==> src/rtl/i3c_arbiter.sv <==
// Round-robin arbiter that shares one 16-bit frame shifter among NREQ requesters.
// Picks the next owner mid-frame, hands completed frames back to the owner, and detects lost frame alignment.
module i3c_arbiter #(
  parameter int          NREQ      = 4,
  parameter logic [15:0] IDLE_WORD = 16'h0000,
  parameter int          FRAME_LEN = 18,
  parameter int          PICK_CYC  = 8
) (
  input  logic                 bus_clk,
  input  logic                 rst_n,
  input  logic [NREQ-1:0]      req,
  input  logic [16*NREQ-1:0]   tx_data,
  output logic [NREQ-1:0]      tx_ack,
  output logic [15:0]          rx_data,
  output logic [NREQ-1:0]      rx_valid,
  output logic [15:0]          phy_din,
  input  logic [15:0]          phy_dout,
  input  logic                 phy_ready,
  output logic [2:0]           owner,
  output logic                 owner_vld,
  output logic                 sync_err
);

  typedef enum logic {SYNC, RUN} state_t;

  localparam logic [4:0] PICK    = 5'(PICK_CYC);
  localparam logic [4:0] TIMEOUT = 5'(FRAME_LEN + 2);

  state_t state_q, state_d;

  logic [4:0]        fcnt;
  logic [2:0]        rr_ptr;
  logic [2:0]        nxt_owner;
  logic              nxt_vld;

  logic              boundary, short_frame, timeout, pick_en;
  logic [2*NREQ-1:0] req_rot;
  logic [3:0]        rr_sum;
  logic [3:0]        ptr_sum;
  logic [2:0]        win_idx;
  logic              win_found;
  logic [2:0]        ptr_next;
  logic [15:0]       win_word;
  logic [NREQ-1:0]   owner_onehot;

  // NOTE: every combinational output gets a default first so no path leaves it unassigned (no latch).
  always_comb begin
    state_d     = state_q;
    boundary    = 1'b0;
    short_frame = 1'b0;
    timeout     = 1'b0;
    pick_en     = 1'b0;
    case (state_q)
      SYNC: if (phy_ready) state_d = RUN;
      RUN: begin
        if (phy_ready) begin
          boundary    = 1'b1;
          short_frame = (fcnt < PICK);
        end else if (fcnt >= TIMEOUT) begin
          timeout = 1'b1;
          state_d = SYNC;
        end else if (fcnt == PICK) begin
          pick_en = 1'b1;
        end
      end
      default: state_d = SYNC;
    endcase
  end

  // Rotate requests so bit 0 is the requester right after the last grant.
  always_comb begin
    req_rot   = {req, req} >> rr_ptr;
    rr_sum    = '0;
    win_idx   = '0;
    win_found = 1'b0;
    for (int off = 0; off < NREQ; off++) begin
      if (!win_found && req_rot[off]) begin
        win_found = 1'b1;
        rr_sum    = {1'b0, rr_ptr} + 4'(off);
        if (rr_sum >= 4'(NREQ)) rr_sum = rr_sum - 4'(NREQ);
        win_idx = rr_sum[2:0];
      end
    end
  end

  always_comb begin
    ptr_sum = {1'b0, win_idx} + 4'd1;
    if (ptr_sum >= 4'(NREQ)) ptr_sum = '0;
    ptr_next = ptr_sum[2:0];
  end

  always_comb begin
    win_word     = IDLE_WORD;
    tx_ack       = '0;
    owner_onehot = '0;
    for (int i = 0; i < NREQ; i++) begin
      if (win_idx == 3'(i)) win_word = tx_data[16*i +: 16];
      tx_ack[i]       = pick_en && win_found && (win_idx == 3'(i));
      owner_onehot[i] = (owner == 3'(i));
    end
  end

  // NOTE: all state updates use non-blocking assignments so every register samples pre-edge values.
  always_ff @(posedge bus_clk or negedge rst_n) begin
    if (!rst_n) begin
      state_q   <= SYNC;
      fcnt      <= '0;
      phy_din   <= IDLE_WORD;
      rx_data   <= '0;
      rx_valid  <= '0;
      owner     <= '0;
      owner_vld <= 1'b0;
      nxt_owner <= '0;
      nxt_vld   <= 1'b0;
      rr_ptr    <= '0;
      sync_err  <= 1'b0;
    end else begin
      state_q  <= state_d;
      rx_valid <= '0;

      if (phy_ready)             fcnt <= '0;
      else if (fcnt != 5'd31)    fcnt <= fcnt + 5'd1;

      if (boundary) begin
        if (owner_vld) begin
          rx_data  <= phy_dout;
          rx_valid <= owner_onehot;
        end
        owner     <= nxt_owner;
        owner_vld <= nxt_vld && !short_frame;
        nxt_vld   <= 1'b0;
        if (short_frame) sync_err <= 1'b1;
      end else if (timeout) begin
        // Alignment lost: whatever was in flight can no longer be attributed.
        sync_err  <= 1'b1;
        owner_vld <= 1'b0;
        nxt_vld   <= 1'b0;
        phy_din   <= IDLE_WORD;
      end else if (pick_en) begin
        if (win_found) begin
          phy_din   <= win_word;
          nxt_owner <= win_idx;
          nxt_vld   <= 1'b1;
          rr_ptr    <= ptr_next;
        end else begin
          phy_din   <= IDLE_WORD;
          nxt_vld   <= 1'b0;
        end
      end
    end
  end

endmodule

==> config.mk <==
export PLATFORM = sky130hd
export DESIGN_NAME = i3c_arbiter
export DESIGN_NICKNAME = d
export VERILOG_FILES = /design/src/rtl/i3c_arbiter.sv
export SDC_FILE = /design/constraint.sdc
export NUM_CORES = 1
export LEC_CHECK = 0
export BUFFER_PORTS_ARGS = -buffer_cell sky130_fd_sc_hd__buf_2
export CORE_MARGIN = 2
export CORE_UTILIZATION = 49
export CTS_BUF_LIST = sky130_fd_sc_hd__clkbuf_4 sky130_fd_sc_hd__clkbuf_8
export DETAILED_ROUTE_END_ITERATION = 10
export GPL_TIMING_DRIVEN = 0
export PLACE_DENSITY = 0.8
export SLEW_MARGIN = 10
export SYNTH_ARGS = -nofsm -noshare
export SYNTH_HDL_FRONTEND = slang
export SYNTH_SLANG_ARGS = --single-unit
==> constraint.sdc <==
create_clock -name bus_clk -period 4.2 [get_ports bus_clk]
set_clock_uncertainty 0.1 [all_clocks]
set_input_delay 0.21 -clock bus_clk [delete_from_list [all_inputs] [get_ports bus_clk]]
set_output_delay 0.21 -clock bus_clk [all_outputs]
set_load 0.05 [all_outputs]
==> out/results.txt <==
The overall routed net length was 7551 um. The final period demand of the worst path was 3.798 ns; the number of DRC markers in iteration 0 was 132. The repair_antennas step left the layout with diodes totalling 0.

After floorplanning, the core was divided into 28 placement rows. Once routing completed, OpenROAD measured the worst setup slack at 0.4016 ns. Counting flops with an async set or reset pin after synthesis yields a share of 100.0%. The layout cell share with drive strength beyond 1 is 37.19%, and the post-cts repair resize count is 0.

By count the netlist is led by dfrtp_1, nand2_1, a21oi_1, o21ai_0, mux2_2. Setup repair after global routing left no endpoint under its margin. The gate count of the mapped netlist is 309, and the worst relative slew slack is 48.46%. Cell internal power was estimated by the tool at 0.8456 mW. Setup violations remaining at the end of the flow were counted as 0. The total count of max-transition violations in the final report is 0.

Measured along the y axis, the die boundary spans 82.09 um. The post-route DRC violation count is 0. The switching part of the total power is 31.75%. Entering global routing, the biggest net connects 55 pins. Data arrives at the worst endpoint at 3.49 ns. The post-route fraction of the period consumed by the critical path is 90.44%, and the average footprint of a synthesized cell is 9.669 um2. Counting cells, the worst reg-to-reg path comes to 13. For the count of nets after finishing, the log shows 544.

The min-delay analysis places its worst path in the category in -> reg. The kind of critical path was reg -> out. dfrtp_1 is the most common cell in the netlist. TritonCTS built the clock tree. Worst-path cell with the longest stage delay: a211oi_1. For the overall routing resource usage, the log shows 22.73%. Following the worst setup path forward leads to its endpoint at tx_ack[2].

The number of antenna violations at the first check in global routing came out at 0. The total leakage power is 2.077 nW, and the depth of the CTS H-tree is 2. The tools report the deepest clock path buffer count as 2.

By area, the combinational part of the netlist is dominated by compound AO/OA/AOI/OAI gates. During synthesis, Yosys emitted a total of 0 warnings. The worst register-to-register path begins at rr_ptr[0]. Across the VDD grid, the largest voltage drop is 220.4 uV. In this run, distinct cell masters in the synthesized netlist total 40. The cell depth of the worst setup path came out at 11.

The CTS clock-pin slew for the worst setup and hold paths came out at 0.09 ns. The overall via count from detail_route came out at 2783. The critical path goes through buf_6 -> mux2i_2 -> a22oi_1 -> a211oi_1 -> a311oi_1 -> inv_1 -> ha_1 -> clkbuf_1 -> clkbuf_1 -> and3_1 -> buf_2. The library cell appearing most often on the critical path was clkbuf_1.

The starting density of the core came out at 50.46%. Once detailed placement completed, the half-perimeter wirelength came to 5893 um. 132 I/O pins were placed. Once layout is complete, the cells apart from fillers number 524.

Dividing the detail-routed wire length by the instance count gives 14.41 um. After global routing the overflow that remains totals 0. The net count after synthesis is 405, and the buffers inserted during post-CTS setup optimization is 0.

At the end of routability-driven placement, the weighted congestion stood at 0.8934. The area of the die came out at 6738 um2. The cell area that synthesis handed to floorplanning was 2988 um2. The clock latency of the later-clocked register in the worst-skew pair was 0.30 ns; the flop and latch count out of synthesis was 54.

Fraction of the mapped netlist area in simple logic gates: 16.50%. Buffers placed on the I/O ports in this run total 131. The endpoint identified for the worst register-to-register timing path is phy_din[6]. At the placement stage, the worst setup path has a slack of 0.6508 ns. Clock tree synthesis inserted a total of 5 buffers.

The run gives 45.23% as the sequential fraction of the synthesis area. Clock tree synthesis selected as its root buffer the cell clkbuf_8. The area growth from synthesis to final layout works out to 29.15%. The power share of the clock group is 26.7%, and the number of cells after detailed placement is 515. In the routed layout, each cell is associated on average with a via count of 5.311. The share of synthesized area spent on multiplexers was 9.296%; the proportion of netlist area held by the largest area contributor was 45.23%. The number of global-route vias before repair was 2570; the number of clock sinks was 54. Of all nets on the critical path, the largest fanout is 10. Per report_power, the sequential group accounts for 44.9% of the total. The run finished with clean final reports. In this run the power density over the cells is 321.1 nW/um2. The wire length of the first global-routing pass came out at 11740 um. For the pin with the worst max-slew slack, the measured transition is 0.7732 ns. The largest single stage delay on the critical path is 0.54 ns.

The number of flops mapped to enable cells by yosys came out at 0. The worst setup path is captured at an output pin. The run gives 28.4% as the part of the total power dissipated in combinational logic. Count of TritonRoute iterations in the first routing pass: 4. The count of endpoints failing hold in the final timing report came out at 0. For this run, the leading register cell type out of synthesis is dfrtp_1. The post-route setup TNS was 0 ns.

By area the synthesized netlist is led by dfrtp_1, mux2_2, a21oi_1. Number of buffers and inverters on the critical path: 5. The die is 82.09 um wide. STA classifies the critical path startpoint as a flop. The run gives 0.56 ns as the flop-to-flop setup slack. The post-synthesis compound-gate area fraction is 19.77%. The analysis attributes to net switching a power of 0.3934 mW.

The achievable clock frequency was 263.3 MHz; the count of nets left with antenna violations after detail routing was 0. The number of buffers inserted by hold repair at cts was 0. The floorplan step defined a core boundary enclosing 5921 um2. Family with the most delay on the worst path: buffers and inverters. The synthesized netlist devotes 0.8794% of its cell area to XOR and XNOR gates. STA puts the critical path data required time at 3.89 ns.

Of all cell types, the one taking the most synthesized area is dfrtp_1. The area share of fa/ha/maj cells after synthesis works out to 3.769%. The most critical setup path has its startpoint at rr_ptr[0]. Across the run, the number of max-cap violations was 0.
-- registers in the layout, indices dropped and copies added, names as in the netlist --
register	flops
owner	3
nxt_vld	1
nxt_owner	3
owner_vld	1
rr_ptr	3
fcnt	5
rx_data	16
state_q	1
rx_valid	4
sync_err	1
phy_din	16
-- per-layer routing --
layer	routed length [um]	GRT usage [%]	up-vias
li1	-	-	1379
met5	0	0	-
met1	3399	29.79	1281
met2	3539	38.37	113
met3	501	3.956	10
met4	111	7.000	0
-- worst register-to-register path, cell delays in order, from the launching register on --
cell       delay [ns]
dfrtp_1          0.39
buf_6            0.14
inv_1            0.11
o2bb2ai_1        0.23
a211oi_1         0.24
a311oi_1         0.67
ha_1             0.27
clkbuf_1         0.29
clkbuf_1         0.36
nand3b_1         0.12
a21oi_1          0.15
a21oi_1          0.07
o21ai_0          0.26
a22o_1           0.17
-- how the worst min path moves through the flow --
| stage | startpoint | to | depth (start not counted) |
|---|---|---|---|
| global route | phy_dout[14] | rx_data[14] | 2 |
| floorplan | rst_n | fcnt[0] | 0 |
| finish | phy_dout[15] | rx_data[15] | 2 |
| CTS | phy_dout[15] | rx_data[15] | 2 |
| detailed placement | phy_dout[15] | rx_data[15] | 2 |
| global placement | phy_dout[5] | rx_data[5] | 2 |
-- area by class of cell --
class / instances / area [um2]
plain buffers: 19 / 95.09
clock buffers: 5 / 68.82
clock inverters: 3 / 40.04
fillers: 486 / 2062
inverters: 10 / 37.54
multi-input cells: 226 / 1504
flip-flops and latches: 54 / 1351
well taps: 75 / 93.84
repair buffers: 132 / 668.1
-- cells in the final DEF (no fill, tap or decap), types with 2 or more instances in the layout --
cell      Yosys  routed
nor2b_1       6       6
a211oi_1      2       2
clkbuf_1     15      15
nand3b_1     17      17
clkbuf_8      0       5
nor4_1        2       2
o21ai_0      23      23
o211ai_1      2       2
mux2i_1       5       5
nand2_1      41      41
clkinv_2      0       2
ha_1          9       9
and3_1        6       6
a21o_1        3       3
mux2_2       19      19
nand4b_1      2       2
a21oi_1      35      35
xor2_1        2       2
nor2_1       13      13
a22o_1       18      18
buf_2         1     131
buf_6         3       3
a311oi_1      2       2
inv_1        10      10
nand3_1       2       2
o22ai_1       2       2
dfrtp_1      54      54
-- power by group through the flow --
stage	clock, mW	combinational, mW	sequential, mW
2_1_floorplan	0	0.188	0.602
3_3_place_gp	0	0.339	0.564
3_5_place_dp	0	0.347	0.565
4_1_cts	0.341	0.349	0.556
5_1_grt	0.366	0.392	0.559
6_report	0.331	0.352	0.556
-- metrics by stage --
step                area [um2]  power [mW]  hold slack, ns  utilization, %
floorplan                 2988      0.7901         -0.1856               -
global placement          3737      0.9035          0.3459           63.12
detailed placement        3737      0.9125          0.3519           63.12
CTS                       3846       1.246         0.03356           64.96
global route              3859       1.317         0.02374           65.17
finish                    3859       1.239         0.03786           65.17
-- logic make-up after synthesis --
group / after synthesis
AND/OR/NAND/NOR: 94
buffers and inverters: 29
AO/OA/AOI/OAI: 94
adder cells (fa/ha/maj): 9
multiplexers: 25
flip-flops: 54
other: 1
XOR/XNOR: 3
Note: power is estimated with default switching activity, not from simulation.
